===== config.mk =====
export PLATFORM = sky130hd
export DESIGN_NAME = data_mem_arbiter
export DESIGN_NICKNAME = d
export VERILOG_FILES = /design/src/rtl/dmem_pkg.sv /design/src/rtl/dmem_rd_tracker.sv /design/src/rtl/data_mem_arbiter.sv
export SDC_FILE = /design/constraint.sdc
export NUM_CORES = 1
export LEC_CHECK = 0
export BUFFER_PORTS_ARGS = -buffer_cell sky130_fd_sc_hd__buf_2
export CORE_ASPECT_RATIO = 0.8
export CORE_MARGIN = 3
export CORE_UTILIZATION = 45
export CTS_BUF_LIST = sky130_fd_sc_hd__clkbuf_8
export DETAILED_ROUTE_END_ITERATION = 16
export MAX_ROUTING_LAYER = met4
export PLACE_DENSITY_LB_ADDON = 0.15
export SETUP_SLACK_MARGIN = 0.3
export SLEW_MARGIN = 15
export SYNTH_ARGS = -nofsm -noshare
export SYNTH_HDL_FRONTEND = slang
export SYNTH_HIERARCHICAL = 1
export SYNTH_SLANG_ARGS = --single-unit

===== constraint.sdc =====
create_clock -name clock -period 1.9 [get_ports clock]
set_input_delay 0.38 -clock clock [delete_from_list [all_inputs] [get_ports clock]]
set_output_delay 0.38 -clock clock [all_outputs]
set_load 0.02 [all_outputs]

===== src/rtl/dmem_pkg.sv =====
// dmem_pkg: shared widths, arbiter state encoding and request bundle for the data memory path
package dmem_pkg;
  localparam int ADDR_W = 19;
  localparam int DATA_W = 8;
  typedef enum logic {ARB, LOCK1} arb_state_e;
  typedef struct packed {
    logic              we;
    logic [ADDR_W-1:0] addr;
    logic [DATA_W-1:0] wdata;
  } dmem_req_t;
endpackage


===== src/rtl/dmem_rd_tracker.sv =====
// dmem_rd_tracker: remembers which port owns the in-flight read and steers mem_q back to it
// Ports: clock/reset; rd_gnt (read granted this cycle), owner (0 = port 0, 1 = port 1);
//        mem_q (registered memory output); pX_rvalid/pX_rdata (per-port read return, zero when not owner)
module dmem_rd_tracker
  import dmem_pkg::*;
(
  input  logic              clock,
  input  logic              reset,
  input  logic              rd_gnt,
  input  logic              owner,
  input  logic [DATA_W-1:0] mem_q,
  output logic              p0_rvalid,
  output logic              p1_rvalid,
  output logic [DATA_W-1:0] p0_rdata,
  output logic [DATA_W-1:0] p1_rdata
);
  logic rd_pend, rd_owner;
  always_ff @(posedge clock) begin
    if (reset) begin
      rd_pend  <= 1'b0;
      rd_owner <= 1'b0;
    end else begin
      rd_pend <= rd_gnt;
      if (rd_gnt) rd_owner <= owner;
    end
  end
  // Gated by reset so a read granted just before reset never reports back.
  always_comb begin
    p0_rvalid = rd_pend && !reset && !rd_owner;
    p1_rvalid = rd_pend && !reset && rd_owner;
    p0_rdata  = p0_rvalid ? mem_q : '0;
    p1_rdata  = p1_rvalid ? mem_q : '0;
  end
endmodule


===== src/rtl/data_mem_arbiter.sv =====
// data_mem_arbiter: shares data_mem between the MEM stage (port 0) and a loader/DMA master (port 1)
// Ports: clock/reset; pX_req/we/addr/wdata requests, p1_lock burst ownership request;
//        pX_gnt same-cycle grants; pX_rvalid/pX_rdata read returns one cycle after a read grant;
//        mem_* strobes, addresses and data to data_mem, mem_q read data back.
// Build option: DMEM_ARB_RR_EN selects round-robin contention; otherwise port 0 has fixed priority.
module data_mem_arbiter
  import dmem_pkg::*;
#(
  parameter int MAX_BURST = 16
) (
  input  logic              clock,
  input  logic              reset,
  input  logic              p0_req,
  input  logic              p0_we,
  input  logic [ADDR_W-1:0] p0_addr,
  input  logic [DATA_W-1:0] p0_wdata,
  input  logic              p1_req,
  input  logic              p1_we,
  input  logic [ADDR_W-1:0] p1_addr,
  input  logic [DATA_W-1:0] p1_wdata,
  input  logic              p1_lock,
  output logic              p0_gnt,
  output logic              p1_gnt,
  output logic              p0_rvalid,
  output logic              p1_rvalid,
  output logic [DATA_W-1:0] p0_rdata,
  output logic [DATA_W-1:0] p1_rdata,
  output logic              mem_rden,
  output logic              mem_wren,
  output logic [ADDR_W-1:0] mem_rdaddress,
  output logic [ADDR_W-1:0] mem_wraddress,
  output logic [DATA_W-1:0] mem_data,
  output logic              mem_byteena_a,
  input  logic [DATA_W-1:0] mem_q
);
  localparam int CW = $clog2(MAX_BURST + 1);
  arb_state_e state, state_n;
  logic last, last_n, win1, gnt;
  logic [CW-1:0] beat_cnt, beat_n;
  dmem_req_t sel, cur, hold;
`ifdef DMEM_ARB_RR_EN
  assign win1 = !last;
`else
  assign win1 = 1'b0;
`endif
  always_comb begin
    p0_gnt = !reset && state == ARB && p0_req && !(p1_req && win1);
    p1_gnt = !reset && p1_req && (state == LOCK1 || !p0_req || win1);
    gnt    = p0_gnt || p1_gnt;
    sel    = p1_gnt ? {p1_we, p1_addr, p1_wdata} : {p0_we, p0_addr, p0_wdata};
    cur    = gnt ? sel : hold;
  end
  assign mem_wren      = gnt && cur.we;
  assign mem_rden      = gnt && !cur.we;
  assign mem_wraddress = cur.addr;
  assign mem_rdaddress = cur.addr;
  assign mem_data      = cur.wdata;
  assign mem_byteena_a = 1'b1;
  always_comb begin
    state_n = state;
    last_n  = last;
    beat_n  = beat_cnt;
    if (state == ARB) begin
`ifdef DMEM_ARB_RR_EN
      if (gnt) last_n = p1_gnt;
`endif
      if (p1_gnt && p1_lock) begin
        state_n = LOCK1;
        beat_n  = CW'(1);
      end
    end else begin
      if (p1_gnt) beat_n = beat_cnt + CW'(1);
      // Exiting hands the next contended cycle to port 0 to bound its wait.
      if (!p1_lock || !p1_req || (p1_gnt && beat_n == CW'(MAX_BURST))) begin
        state_n = ARB;
        last_n  = 1'b1;
        beat_n  = '0;
      end
    end
  end
  always_ff @(posedge clock) begin
    if (reset) begin
      state    <= ARB;
      last     <= 1'b1;
      beat_cnt <= '0;
      hold     <= '0;
    end else begin
      state    <= state_n;
      last     <= last_n;
      beat_cnt <= beat_n;
      hold     <= cur;
    end
  end
  dmem_rd_tracker u_trk (
    .clock     (clock),
    .reset     (reset),
    .rd_gnt    (mem_rden),
    .owner     (p1_gnt),
    .mem_q     (mem_q),
    .p0_rvalid (p0_rvalid),
    .p1_rvalid (p1_rvalid),
    .p0_rdata  (p0_rdata),
    .p1_rdata  (p1_rdata)
  );
endmodule


; ---- After elaboration in Yosys (flattened, before gate mapping)
; Cells that the tools add are included.
[op_classes]
addsub = 1
eq_ne = 1
n_mux = 12
n_bitwise = 1
n_reduce_logical = 22
[op_table]
columns = operator, n
row1 = $mux W28, 2
row2 = $mux W5, 5
row3 = $mux W8, 2
row4 = $logic_and A1 B1 Y1, 11
row5 = $logic_not A1 Y1, 6
row6 = $add A5 B1 Y5 const B, 1
row7 = $eq A5 B5 Y1 const B, 1
row8 = $logic_or A1 B1 Y1, 4
row9 = $mux W1, 3
row10 = $reduce_bool A2 Y1, 1
row11 = $not A1 Y1, 1
[word_totals]
reg_bits = 36
inputBits = 69

; ---- Logic depth before layout (Yosys ltp)
; Gate-level depths: netlist of the first run.
[depth]
ltp_word = 10
depth_mapped = 7

; ---- Cells and area by module
; The synthesis of the first run kept the hierarchy.
[by_module_without_submodules]
columns = mod, n_inst, cells_per_inst, area_each_um2, seq_area_each_um2
row1 = data_mem_arbiter, 1, 251, 2153.3, 660.6
row2 = dmem_rd_tracker, 1, 37, 202.7, 40.0

; ---- Worst setup path before layout of the first run
; Ideal clock, no wire load.
[synth_timing]
kind = reg-to-output
startpoint = register state
endpoint = output port mem_rden
arrival_time_ps = 1315
slack_ps = 205
stages_incl_launch_ff = 6
n_path_buf = 2
cell_sequence = dfxtp_1 > nand2b_4 > a21oi_2 > buf_6 > buf_2 > and2_1
[synth_between]
elab_chain_len = 7
word_cells_on_any_way = 10
[synth_lines]
columns = element, line_no
row1 = start: declaration, data_mem_arbiter.sv:37  ; arb_state_e state, state_n;
row2 = start signal: assignment, data_mem_arbiter.sv:88  ; state <= state_n;
row3 = $not A1 Y1, -
row4 = $logic_and A1 B1 Y1 (2 in a row), data_mem_arbiter.sv:47  ; p0_gnt = !reset && state == ARB && p0_req && !(p1_req && win1);
row5 = $logic_or A1 B1 Y1, data_mem_arbiter.sv:49  ; gnt = p0_gnt || p1_gnt;
row6 = $mux W28, data_mem_arbiter.sv:51  ; cur = gnt ? sel : hold;
row7 = $logic_not A1 Y1, data_mem_arbiter.sv:54  ; assign mem_rden = gnt && !cur.we;
row8 = $logic_and A1 B1 Y1 *, data_mem_arbiter.sv:54
row9 = end: declaration, data_mem_arbiter.sv:28  ; output logic mem_rden,
; Every way passes the cells marked *; elsewhere a longest branch is shown, timed or not.

; ---- Final worst setup path of the first run
[layout_timing]
startpoint = register state
endpoint = output port mem_rdaddress[12]
[layout_between]
elab_chain_len = 5
word_cells_on_any_way = 8
[layout_lines]
columns = element, line_no
row1 = $not A1 Y1, -
row2 = $logic_and A1 B1 Y1 (2 in a row), data_mem_arbiter.sv:47
row3 = $logic_or A1 B1 Y1, data_mem_arbiter.sv:49
row4 = $mux W28 *, data_mem_arbiter.sv:51
row5 = end: declaration, data_mem_arbiter.sv:30  ; output logic [ADDR_W-1:0] mem_rdaddress,
; Marks and branches as above.

==> results of run 1 <==
==> what timing repair did <==
item,CTS,global route
setup buffers,7,0
resized for setup,119,65
gates cloned,8,0
setup endpoints to repair,69,71
pin swaps,2,6
==> worst paths after layout <==
check	endpoint	slack, ns	depth (start not counted)
min	state	0.41	3
max	mem_rdaddress[12]	-0.13	7
min reg2reg	beat_cnt[1]	0.51	2
max reg2reg	u_trk/rd_owner	0.27	8
==> worst max-delay path, cell delays in order, from the launching register on <==
cell and delay [ns]:
sky130_fd_sc_hd__dfxtp_2 0.33, sky130_fd_sc_hd__nand2b_4 0.16, sky130_fd_sc_hd__a21oi_4 0.20, sky130_fd_sc_hd__buf_12 0.15
sky130_fd_sc_hd__buf_12 0.13, sky130_fd_sc_hd__nor2_2 0.04, sky130_fd_sc_hd__a21oi_1 0.16, sky130_fd_sc_hd__buf_4 0.18
==> cells by family (layout without fill, tap and decap cells) <==
kind of cell             Yosys count  count (layout)  synth area share (%)
AO/OA/AOI/OAI                     66              66                  18.1
XOR/XNOR                           2               2                 0.744
adder cells (fa/ha/maj)            1               1                 0.531
buffers and inverters             70             177                  20.8
flip-flops                        35              35                  29.7
multiplexers                      30              30                  12.7
other                              1               1                 0.159
AND/OR/NAND/NOR                   83              84                  17.2
==> power by group through the flow <==
stage / Combinational (mW) / Sequential, mW / Clock, mW
floorplan: 0.571 / 0.810 / 0
global placement: 0.648 / 0.813 / 0
detailed placement: 0.654 / 0.814 / 0
CTS: 0.908 / 0.800 / 0.486
global route: 1.06 / 0.808 / 0.517
finish: 1.00 / 0.804 / 0.481
==> sequential cells by signal (all words and copies together), names as in the netlist <==
name,count
beat_cnt,5
hold,27
state,1
u_trk/rd_owner,1
u_trk/rd_pend,1
==> placed cells by master, fill, tap and decap left out, types with 2 or more instances in the layout <==
cell                        netlist  final
sky130_fd_sc_hd__buf_12           0      8
sky130_fd_sc_hd__a211oi_1        27     27
sky130_fd_sc_hd__a311oi_1         2      2
sky130_fd_sc_hd__nand3b_1         2      2
sky130_fd_sc_hd__clkbuf_8         0      5
sky130_fd_sc_hd__dfxtp_2          0      4
sky130_fd_sc_hd__a31oi_1          2      2
sky130_fd_sc_hd__bufbuf_16        0      2
sky130_fd_sc_hd__buf_16           0      5
sky130_fd_sc_hd__nand2b_4         1      2
sky130_fd_sc_hd__nor2b_4          0      2
sky130_fd_sc_hd__buf_2            7     77
sky130_fd_sc_hd__nor3_1           2      2
sky130_fd_sc_hd__a21oi_4          0      3
sky130_fd_sc_hd__inv_1            2      3
sky130_fd_sc_hd__a21oi_1         29      4
sky130_fd_sc_hd__nor2_1          47     30
sky130_fd_sc_hd__nand2_1         10     10
sky130_fd_sc_hd__mux2i_1         30      6
sky130_fd_sc_hd__nor2_4           1      3
sky130_fd_sc_hd__buf_6            3     21
sky130_fd_sc_hd__buf_4           52     54
sky130_fd_sc_hd__nor2_2           0     15
sky130_fd_sc_hd__or2_4            0      2
sky130_fd_sc_hd__xor2_1           2      2
sky130_fd_sc_hd__mux2i_4          0     13
sky130_fd_sc_hd__a21oi_2          1     23
sky130_fd_sc_hd__nand3_1          4      4
sky130_fd_sc_hd__dfxtp_1         35     31
sky130_fd_sc_hd__mux2i_2          0     11
sky130_fd_sc_hd__nor2b_1          4      3
==> layer usage <==
| layer | vias up | track usage (%) | routed length [um] |
|---|---|---|---|
| met1 | 1143 | 26.0 | 2830 |
| met4 | 0 | 6.40 | 62 |
| li1 | 1186 | - | - |
| met2 | 104 | 37.9 | 3680 |
| met3 | 5 | 3.73 | 498 |
| met5 | - | - | 0 |
==> area by class of cell <==
type,count,share of cell area (%)
timing repair buffer,168,36.4
clock inverter,1,0.0972
inverter,3,0.356
clock buffer,5,1.78
multi-input combinational,184,41.2
tap,60,1.94
sequential,35,18.3
==> impl_metrics.json, run 1 <==
{
  "grt_setup_unrepaired": "yes",
  "drt_drc_violations_left": 0,
  "post-route-cell-area_sq_mm": 0.00386,
  "critPathRequiredTime_ns": 1.52,
  "htreeDepth": 2,
  "finish.cell_count_without_fillers": 456,
  "design.core.area_sq_mm": 0.00482,
  "leakage_dissipation_nw": 1.70,
  "power_mw": 2.29,
  "yosysWarnings": 6,
  "fp-row-count": 22,
  "post_placement_cell_area_sq_mm": 0.00283,
  "footprint_of_the_multi_input_gates_sq_mm": 0.00159,
  "setup_viol": 47,
  "final_antenna_net_count": 0,
  "overall_via_count_from_detail_route": 2438,
  "count_of_cell_types_in_the_netlist": 41,
  "fraction_of_synthesis_flops_using_an_asynchronous_set_or_reset_pin_pct": 0,
  "critPathLaunch": "state",
  "cts_buffer_depth": 2,
  "clock_sink_count": 35,
  "max_cap_viol_count": 0,
  "yosys.cell_count.top_type": "sky130_fd_sc_hd__buf_4",
  "ys_top_cells_by_area": "sky130_fd_sc_hd__dfxtp_1 (30%), sky130_fd_sc_hd__buf_4 (17%), sky130_fd_sc_hd__mux2i_1 (13%)",
  "num-fill-cells": 311,
  "routed_wirelength_mm": 7.07,
  "cts_made_buffers": 5,
  "cellPowerDensity_mw_per_mm2": 592,
  "path_clk_slew_ns": 0.06,
  "worst_slack_ns": -0.127,
  "routedWlPerCell_um": 15.5,
  "violations": "setup timing",
  "worstSetupStartpointType": "flip-flop",
  "cp_max_fo": 13,
  "ir_drop_mv": 0.483,
  "clock.fmax_mhz": 493,
  "run_status": "complete, but fails checks",
  "first_global_vias": 2224,
  "drv_slew": 0,
  "drt-pass1-iter-count": 4,
  "proportion_of_netlist_area_held_by_the_largest_area_contributor_pct": 29.7,
  "power_switching_mw": 0.771,
  "dp_slack_ns": 0.0157,
  "proportion_of_power_drawn_by_combinational_gates_pct": 43.8,
  "synthesis.area_per_instance_sq_um": 8.18,
  "clkLatencyLatePin_ns": 0.28,
  "library_cell_with_the_largest_summed_area_after_synthesis": "sky130_fd_sc_hd__dfxtp_1",
  "yosysSeqAreaShare_pct": 29.7,
  "drive_gt1_share_pct": 65.2,
  "totalNegativeSetupSlack_ns": -4.40,
  "power.share.sequential_pct": 35.2,
  "post-route-period-util_pct": 107,
  "clock-root-buffer": "sky130_fd_sc_hd__clkbuf_8",
  "final-seq-area_sq_um": 706,
  "die_width_um": 86.9,
  "hold_start": "p1_lock",
  "cts_tree": "yes",
  "die-height_um": 70.7,
  "via_per_inst": 5.35,
  "critPathCaptureType": "output pin",
  "global_route_wire_length_before_repair_mm": 10.4,
  "grt_start_max_net_pins": 19,
  "postSynthRegisterBits": 35,
  "portBuffers": 136,
  "final_core_util_pct": 80.2,
  "p_clk_share_pct": 21.0,
  "crit-reg2reg-launch": "state",
  "power.internal_mw": 1.51,
  "floorplan.die_area_sq_mm": 0.00615,
  "antenna_diode_instance_count": 0,
  "dpl.cell_count": 435,
  "clock_period_minus_final_worst_setup_slack_ns": 2.03,
  "grt_antenna_before_repair": 0,
  "area_growth_syn_to_layout_pct": 63.9,
  "detail_route.iter0.violations": 56,
  "postCtsHoldBufs": 0,
  "synth.cell_area_sq_mm": 0.00236,
  "gp_congestion": 0.878,
  "boundaryPins": 138,
  "initial_utilization_pct": 48.9,
  "yosys-top-cells-count": "sky130_fd_sc_hd__buf_4 (52), sky130_fd_sc_hd__nor2_1 (47), sky130_fd_sc_hd__dfxtp_1 (35)",
  "critical_path_class": "reg -> out",
  "hold_crit_path_type": "in -> reg",
  "global_route.usage.total_pct": 21.9,
  "synth-main-ff-cell": "sky130_fd_sc_hd__dfxtp_1",
  "clock-skew-final_ns": 0.00237,
  "power_switching_share_pct": 33.7,
  "num-nets-final": 467,
  "finalHoldViolations": 0,
  "count_of_flip_flops_with_a_built_in_enable_after_synthesis": 0,
  "final_worst_hold_slack_ns": 0.411,
  "arr_time_crit_path_ns": 1.65,
  "hpwl_mm": 4.27,
  "syn_inst": 288,
  "grt-ovfl-total": 0,
  "postSynthNetCount": 358
}
No activity file was read; power rests on OpenSTA's default activity.
==> inputs of run 2 (changes only) <==
--- a/config.mk
+++ b/config.mk
@@ -11,7 +11,6 @@
 export CORE_UTILIZATION = 45
 export CTS_BUF_LIST = sky130_fd_sc_hd__clkbuf_8
 export DETAILED_ROUTE_END_ITERATION = 16
-export MAX_ROUTING_LAYER = met4
 export PLACE_DENSITY_LB_ADDON = 0.15
 export SETUP_SLACK_MARGIN = 0.3
 export SLEW_MARGIN = 15
==> run 2 against run 1 <==
The run still ends with setup timing left. Total power hardly changed. Die area did not move. Register-to-register slack about the same. Non-clock buffer count unchanged. Largest power group unchanged. Critical path depth unchanged. Sequential share of layout area stayed put. Utilization stayed put. Critical endpoint unchanged. Global-route usage is 0.64 points lower.
==> impl_metrics.json, run 2 (same netlist as run 1, synthesis figures left out) <==
{
  "grt_start_max_net_pins": 19,
  "finish.cell_count_without_fillers": 456,
  "mostFrequentLayoutCell": "sky130_fd_sc_hd__buf_2",
  "final_worst_hold_slack_ns": 0.413,
  "max_cap_viol_count": 0,
  "cts_tree": "yes",
  "arr_time_crit_path_ns": 1.65,
  "leakage_dissipation_nw": 1.70,
  "violations": "setup timing",
  "cts_buffer_depth": 2,
  "dp_slack_ns": 0.0157,
  "drt-pass1-iter-count": 4,
  "initial_utilization_pct": 48.9,
  "path_clk_slew_ns": 0.06,
  "grt_setup_unrepaired": "yes",
  "num-nets-final": 467,
  "power_mw": 2.29,
  "clkLatencyLatePin_ns": 0.28,
  "most_used_cells_in_the_layout_excluding_fill_and_tap_cells": "sky130_fd_sc_hd__buf_2 (77), sky130_fd_sc_hd__buf_4 (54), sky130_fd_sc_hd__dfxtp_1 (31)",
  "grt_antenna_before_repair": 0,
  "finalHoldViolations": 0,
  "clock-root-buffer": "sky130_fd_sc_hd__clkbuf_8",
  "drt_drc_violations_left": 0,
  "clock-skew-final_ns": 0.00351,
  "setup_viol": 47,
  "worstSetupStartpointType": "flip-flop",
  "final_core_util_pct": 80.2,
  "totalNegativeSetupSlack_ns": -4.33,
  "htreeDepth": 2,
  "portBuffers": 136,
  "final_antenna_net_count": 0,
  "largest_registers_in_the_final_layout": "hold (27), beat_cnt (5)",
  "hpwl_mm": 4.27,
  "clock_sink_count": 35,
  "cellPowerDensity_mw_per_mm2": 592,
  "critPathCaptureType": "output pin",
  "detail_route.iter0.violations": 63,
  "overall_via_count_from_detail_route": 2434,
  "critical-path-slowest-cell": "sky130_fd_sc_hd__dfxtp_2",
  "run_status": "complete, but fails checks",
  "global_route_wire_length_before_repair_mm": 10.4,
  "critPathRequiredTime_ns": 1.52,
  "die-height_um": 70.7,
  "cp_max_fo": 13,
  "floorplan.die_area_sq_mm": 0.00615,
  "clock.fmax_mhz": 494,
  "gp_congestion": 0.864,
  "fp-row-count": 22,
  "boundaryPins": 138,
  "grt-ovfl-total": 0,
  "timing.critical_path.slowest_cell_delay_ns": 0.33,
  "antenna_diode_instance_count": 0,
  "first_global_vias": 2223,
  "hold_crit_path_type": "in -> reg",
  "drv_slew": 0,
  "worst_slack_ns": -0.125,
  "critical_path_class": "reg -> out",
  "area_growth_syn_to_layout_pct": 63.9,
  "drive_gt1_share_pct": 65.2,
  "routedWlPerCell_um": 15.6,
  "via_per_inst": 5.34,
  "global_route.usage.total_pct": 21.3,
  "die_width_um": 86.9,
  "ir_drop_mv": 0.485,
  "post_placement_cell_area_sq_mm": 0.00283,
  "post-route-period-util_pct": 107,
  "cts_made_buffers": 5,
  "design.core.area_sq_mm": 0.00482,
  "max_flop_register": "hold",
  "routed_wirelength_mm": 7.10,
  "dpl.cell_count": 435,
  "crit_path_cell_trace": "nand2b_4, a21oi_4, buf_12, buf_12, nor2_2, a21oi_1, buf_4",
  "crit_top_cell": "sky130_fd_sc_hd__buf_12",
  "clock_period_minus_final_worst_setup_slack_ns": 2.03,
  "largest_register_ff_count": 27,
  "post-route-cell-area_sq_mm": 0.00386
}
[run 2: cell counts in the layout (fill, tap and decap cells not counted)]
No cell type changed its count.
[run 2: repair_timing]
item | 4_1_cts | 5_1_grt
hold buffers | 0 | 0
setup endpoints to repair | 69 | 71
cloned | 8 | 0
pin swaps | 2 | 6
buffers inserted | 7 | 0
resized for setup | 119 | 65
[run 2: cell type report]
class,instances,area (sq um)
Timing Repair Buffer,168,1410
Tap cell,60,75.1
Multi-Input combinational cell,184,1590
Clock buffer,5,68.8
Sequential cell,35,706
Clock inverter,1,3.75
Inverter,3,13.8
Fill cell,311,955
[run 2: path summary, 6_finish.rpt]
kind                    start           endpoint  slack, ns  depth (start not counted)
setup / recovery        state  mem_rdaddress[12]      -0.13                          7
hold / removal        p1_lock              state       0.41                          3
setup reg to reg        state     u_trk/rd_owner       0.27                          8
hold reg to reg   beat_cnt[1]        beat_cnt[1]       0.51                          2
[run 2: where the power goes]
| part | switching [mW] | total [mW] | internal, mW |
|---|---|---|---|
| Combinational | 0.510 | 1.00 | 0.493 |
| Clock | 0.242 | 0.480 | 0.239 |
| Sequential | 0.0205 | 0.804 | 0.784 |
| Total | 0.772 | 2.29 | 1.51 |
[run 2: worst max-delay path: cells and delay by family, from the launching register on]
family          cells  cell delay (ns)
compound gates      2             0.36
flops               1             0.33
buf+inv             3             0.46
simple gates        2             0.20
[run 2: routing by layer]
| layer | vias to the layer above | wire, um | share of wire (%) | track usage, % |
|---|---|---|---|---|
| met2 | 103 | 3680 | 52 | 37.9 |
| met3 | 5 | 504 | 7.1 | 4.07 |
| met5 | - | 0 | 0 | 0 |
| met4 | 0 | 62 | 0.87 | 6.40 |
| li1 | 1186 | - | - | - |
| met1 | 1140 | 2850 | 40 | 25.8 |
==> inputs of run 3 (changes only) <==
--- a/config.mk
+++ b/config.mk
@@ -6,6 +6,7 @@
 export NUM_CORES = 1
 export LEC_CHECK = 0
 export BUFFER_PORTS_ARGS = -buffer_cell sky130_fd_sc_hd__buf_2
+export CAP_MARGIN = 10
 export CORE_ASPECT_RATIO = 0.8
 export CORE_MARGIN = 3
 export CORE_UTILIZATION = 45
==> constraint.sdc (replaced) <==
create_clock -name clock -period 2.21 [get_ports clock]
set_input_delay 0.442 -clock clock [delete_from_list [all_inputs] [get_ports clock]]
set_output_delay 0.442 -clock clock [all_outputs]
set_load 0.02 [all_outputs]
==> run 3 against run 2 <==
The flow now finishes without violations. Critical path type unchanged. Clock skew grew 0.0043 ns. Routed wire length grew 4.4%. Largest cell class unchanged. Sequential cell count is the same. First-iteration DRC count grew 13%. Non-clock buffer count shrank 1. Via count shrank 2.1%. Clock power grew 1%. Worst hold slack gained 0.065 ns. Sequential share of layout area grew 0.23 points. Sequential power shrank 14%. Critical path depth is the same. Combinational power shrank 13%. Critical endpoint is now mem_wraddress[11].
==> impl_metrics.json, run 3 (same netlist as run 1, synthesis figures left out) <==
{
  "run_status": "completed",
  "max_cap_viol_count": 0,
  "timing.reg2reg.setup_slack_ns": 0.49,
  "num-nets-final": 465,
  "leakage_dissipation_nw": 1.74,
  "drive_gt1_share_pct": 58.5,
  "largest_register_ff_count": 27,
  "crit_top_cell": "sky130_fd_sc_hd__buf_12",
  "detail_route.iter0.violations": 71,
  "kind_of_cell_with_the_highest_combined_delay_on_the_critical_path": "buffers and inverters",
  "die-height_um": 70.7,
  "final_worst_hold_slack_ns": 0.478,
  "ir_drop_mv": 0.386,
  "postCtsHoldBufs": 0,
  "path_clk_slew_ns": 0.07,
  "cp_max_fo": 7,
  "timing.reg2reg.worst_path_depth": 8,
  "worstSetupStartpointType": "flip-flop",
  "grt_setup_unrepaired": "yes",
  "design.core.area_sq_mm": 0.00482,
  "cts_tree": "yes",
  "area_growth_syn_to_layout_pct": 61.0,
  "grt_start_max_net_pins": 25,
  "crit_path_cell_trace": "nand2b_4, a21oi_4, buf_12, buf_12, nor2_1, a21oi_1, buf_4",
  "boundaryPins": 138,
  "max_flop_register": "hold",
  "portBuffers": 136,
  "hold_crit_path_type": "in -> reg",
  "die_width_um": 86.9,
  "timing.critical_path.to": "mem_wraddress[11]",
  "fp-row-count": 22,
  "arr_time_crit_path_ns": 1.72,
  "initial_utilization_pct": 48.9,
  "clock-skew-final_ns": 0.00779,
  "routed_wirelength_mm": 7.41,
  "num-fill-cells": 313,
  "cts_made_buffers": 5,
  "most_used_cells_in_the_layout_excluding_fill_and_tap_cells": "sky130_fd_sc_hd__buf_2 (91), sky130_fd_sc_hd__nor2_1 (38), sky130_fd_sc_hd__dfxtp_1 (34), sky130_fd_sc_hd__buf_4 (34)",
  "crit_buf_inv": 3,
  "timing.critical_path.slowest_cell_delay_ns": 0.33,
  "via_per_inst": 5.24,
  "critical_path_class": "reg -> out",
  "routedWlPerCell_um": 16.3,
  "floorplan.die_area_sq_mm": 0.00615,
  "htreeDepth": 2,
  "crit_path_cell_count": 7,
  "post_placement_cell_area_sq_mm": 0.00274,
  "crit-reg2reg-launch": "state",
  "mostFrequentLayoutCell": "sky130_fd_sc_hd__buf_2",
  "setup_viol": 0,
  "drv_slew": 0,
  "cts_buffer_depth": 2,
  "gp_congestion": 0.758,
  "drt-pass1-iter-count": 4,
  "grt_antenna_before_repair": 0,
  "clock.fmax_mhz": 463,
  "clock_period_minus_final_worst_setup_slack_ns": 2.16,
  "global_route.usage.total_pct": 21.0,
  "critPathLaunch": "state",
  "largest_registers_in_the_final_layout": "hold (27), beat_cnt (5)",
  "finalHoldViolations": 0,
  "post-route-cell-area_sq_mm": 0.00379,
  "post-route-period-util_pct": 97.8,
  "first_global_vias": 2240,
  "final_antenna_net_count": 0,
  "overall_via_count_from_detail_route": 2383,
  "global_route_wire_length_before_repair_mm": 10.4,
  "critPathCaptureType": "output pin",
  "clkLatencyLatePin_ns": 0.29,
  "critPathRequiredTime_ns": 1.77,
  "cellPowerDensity_mw_per_mm2": 540,
  "clock-root-buffer": "sky130_fd_sc_hd__clkbuf_8",
  "drt_drc_violations_left": 0,
  "critical-path-slowest-cell": "sky130_fd_sc_hd__dfxtp_2",
  "hpwl_mm": 4.14,
  "grt-ovfl-total": 0,
  "clock_sink_count": 35,
  "r2r_end": "u_trk/rd_owner",
  "antenna_diode_instance_count": 0
}
[run 3: per-stage QoR]
stage	cells	power, mW	util, %	worst slack [ns]	setup TNS, ns
after floorplan	288	1.18	-	0.399	0
after global placement	424	1.24	56.9	0.155	0
after detailed placement	424	1.24	56.9	0.115	0
after CTS	444	1.92	71.5	0.110	0
after global routing	455	2.14	78.8	-0.0160	-0.0403
final	455	2.05	78.8	0.0486	0
[run 3: how the worst min path moves through the flow]
stage,from,end,cells after the start
after floorplan,beat_cnt[1],beat_cnt[1],2
after global placement,beat_cnt[1],beat_cnt[1],2
after detailed placement,beat_cnt[1],beat_cnt[1],2
after CTS,p1_lock,state,3
after global routing,p1_lock,state,3
final,p1_lock,state,3
[run 3: final cells by class]
class / count / area (sq um) / area share [%]
clock buffer: 6 / 82.6 / 2.18
tap: 60 / 75.1 / 1.98
inverter: 3 / 11.3 / 0.297
timing repair buffer: 167 / 1380 / 36.4
sequential: 35 / 702 / 18.5
multi-input combinational: 183 / 1540 / 40.5
clock inverter: 1 / 5.00 / 0.132
[run 3: worst register-to-register path, cell delays in order (launching register included)]
cell,delay (ns)
sky130_fd_sc_hd__dfxtp_2,0.33
sky130_fd_sc_hd__nand2b_4,0.17
sky130_fd_sc_hd__nand2_4,0.12
sky130_fd_sc_hd__buf_12,0.19
sky130_fd_sc_hd__mux2i_4,0.25
sky130_fd_sc_hd__and2_4,0.18
sky130_fd_sc_hd__buf_4,0.11
sky130_fd_sc_hd__mux2i_1,0.20
sky130_fd_sc_hd__nor2_1,0.05
[run 3: report_power, final]
group          internal (mW)  leakage (nW)  switching (mW)
Combinational          0.422          1.40           0.447
Sequential             0.673         0.289          0.0196
Clock                  0.245        0.0470           0.241
Total                   1.34          1.74           0.708
[run 3: repair_timing]
item,4_1_cts,5_1_grt
pin swaps,1,1
cloned,6,3
hold endpoints to repair,0,0
setup endpoints to repair,48,66
setup buffers,7,8
resized for setup,104,51
[run 3: layer usage]
layer	vias to the layer above	share of wire [%]	GRT usage [%]
li1	1169	-	-
met1	1115	38	25.2
met2	89	55	37.0
met3	10	6.0	4.31
met4	0	1.2	6.92
met5	-	0	0
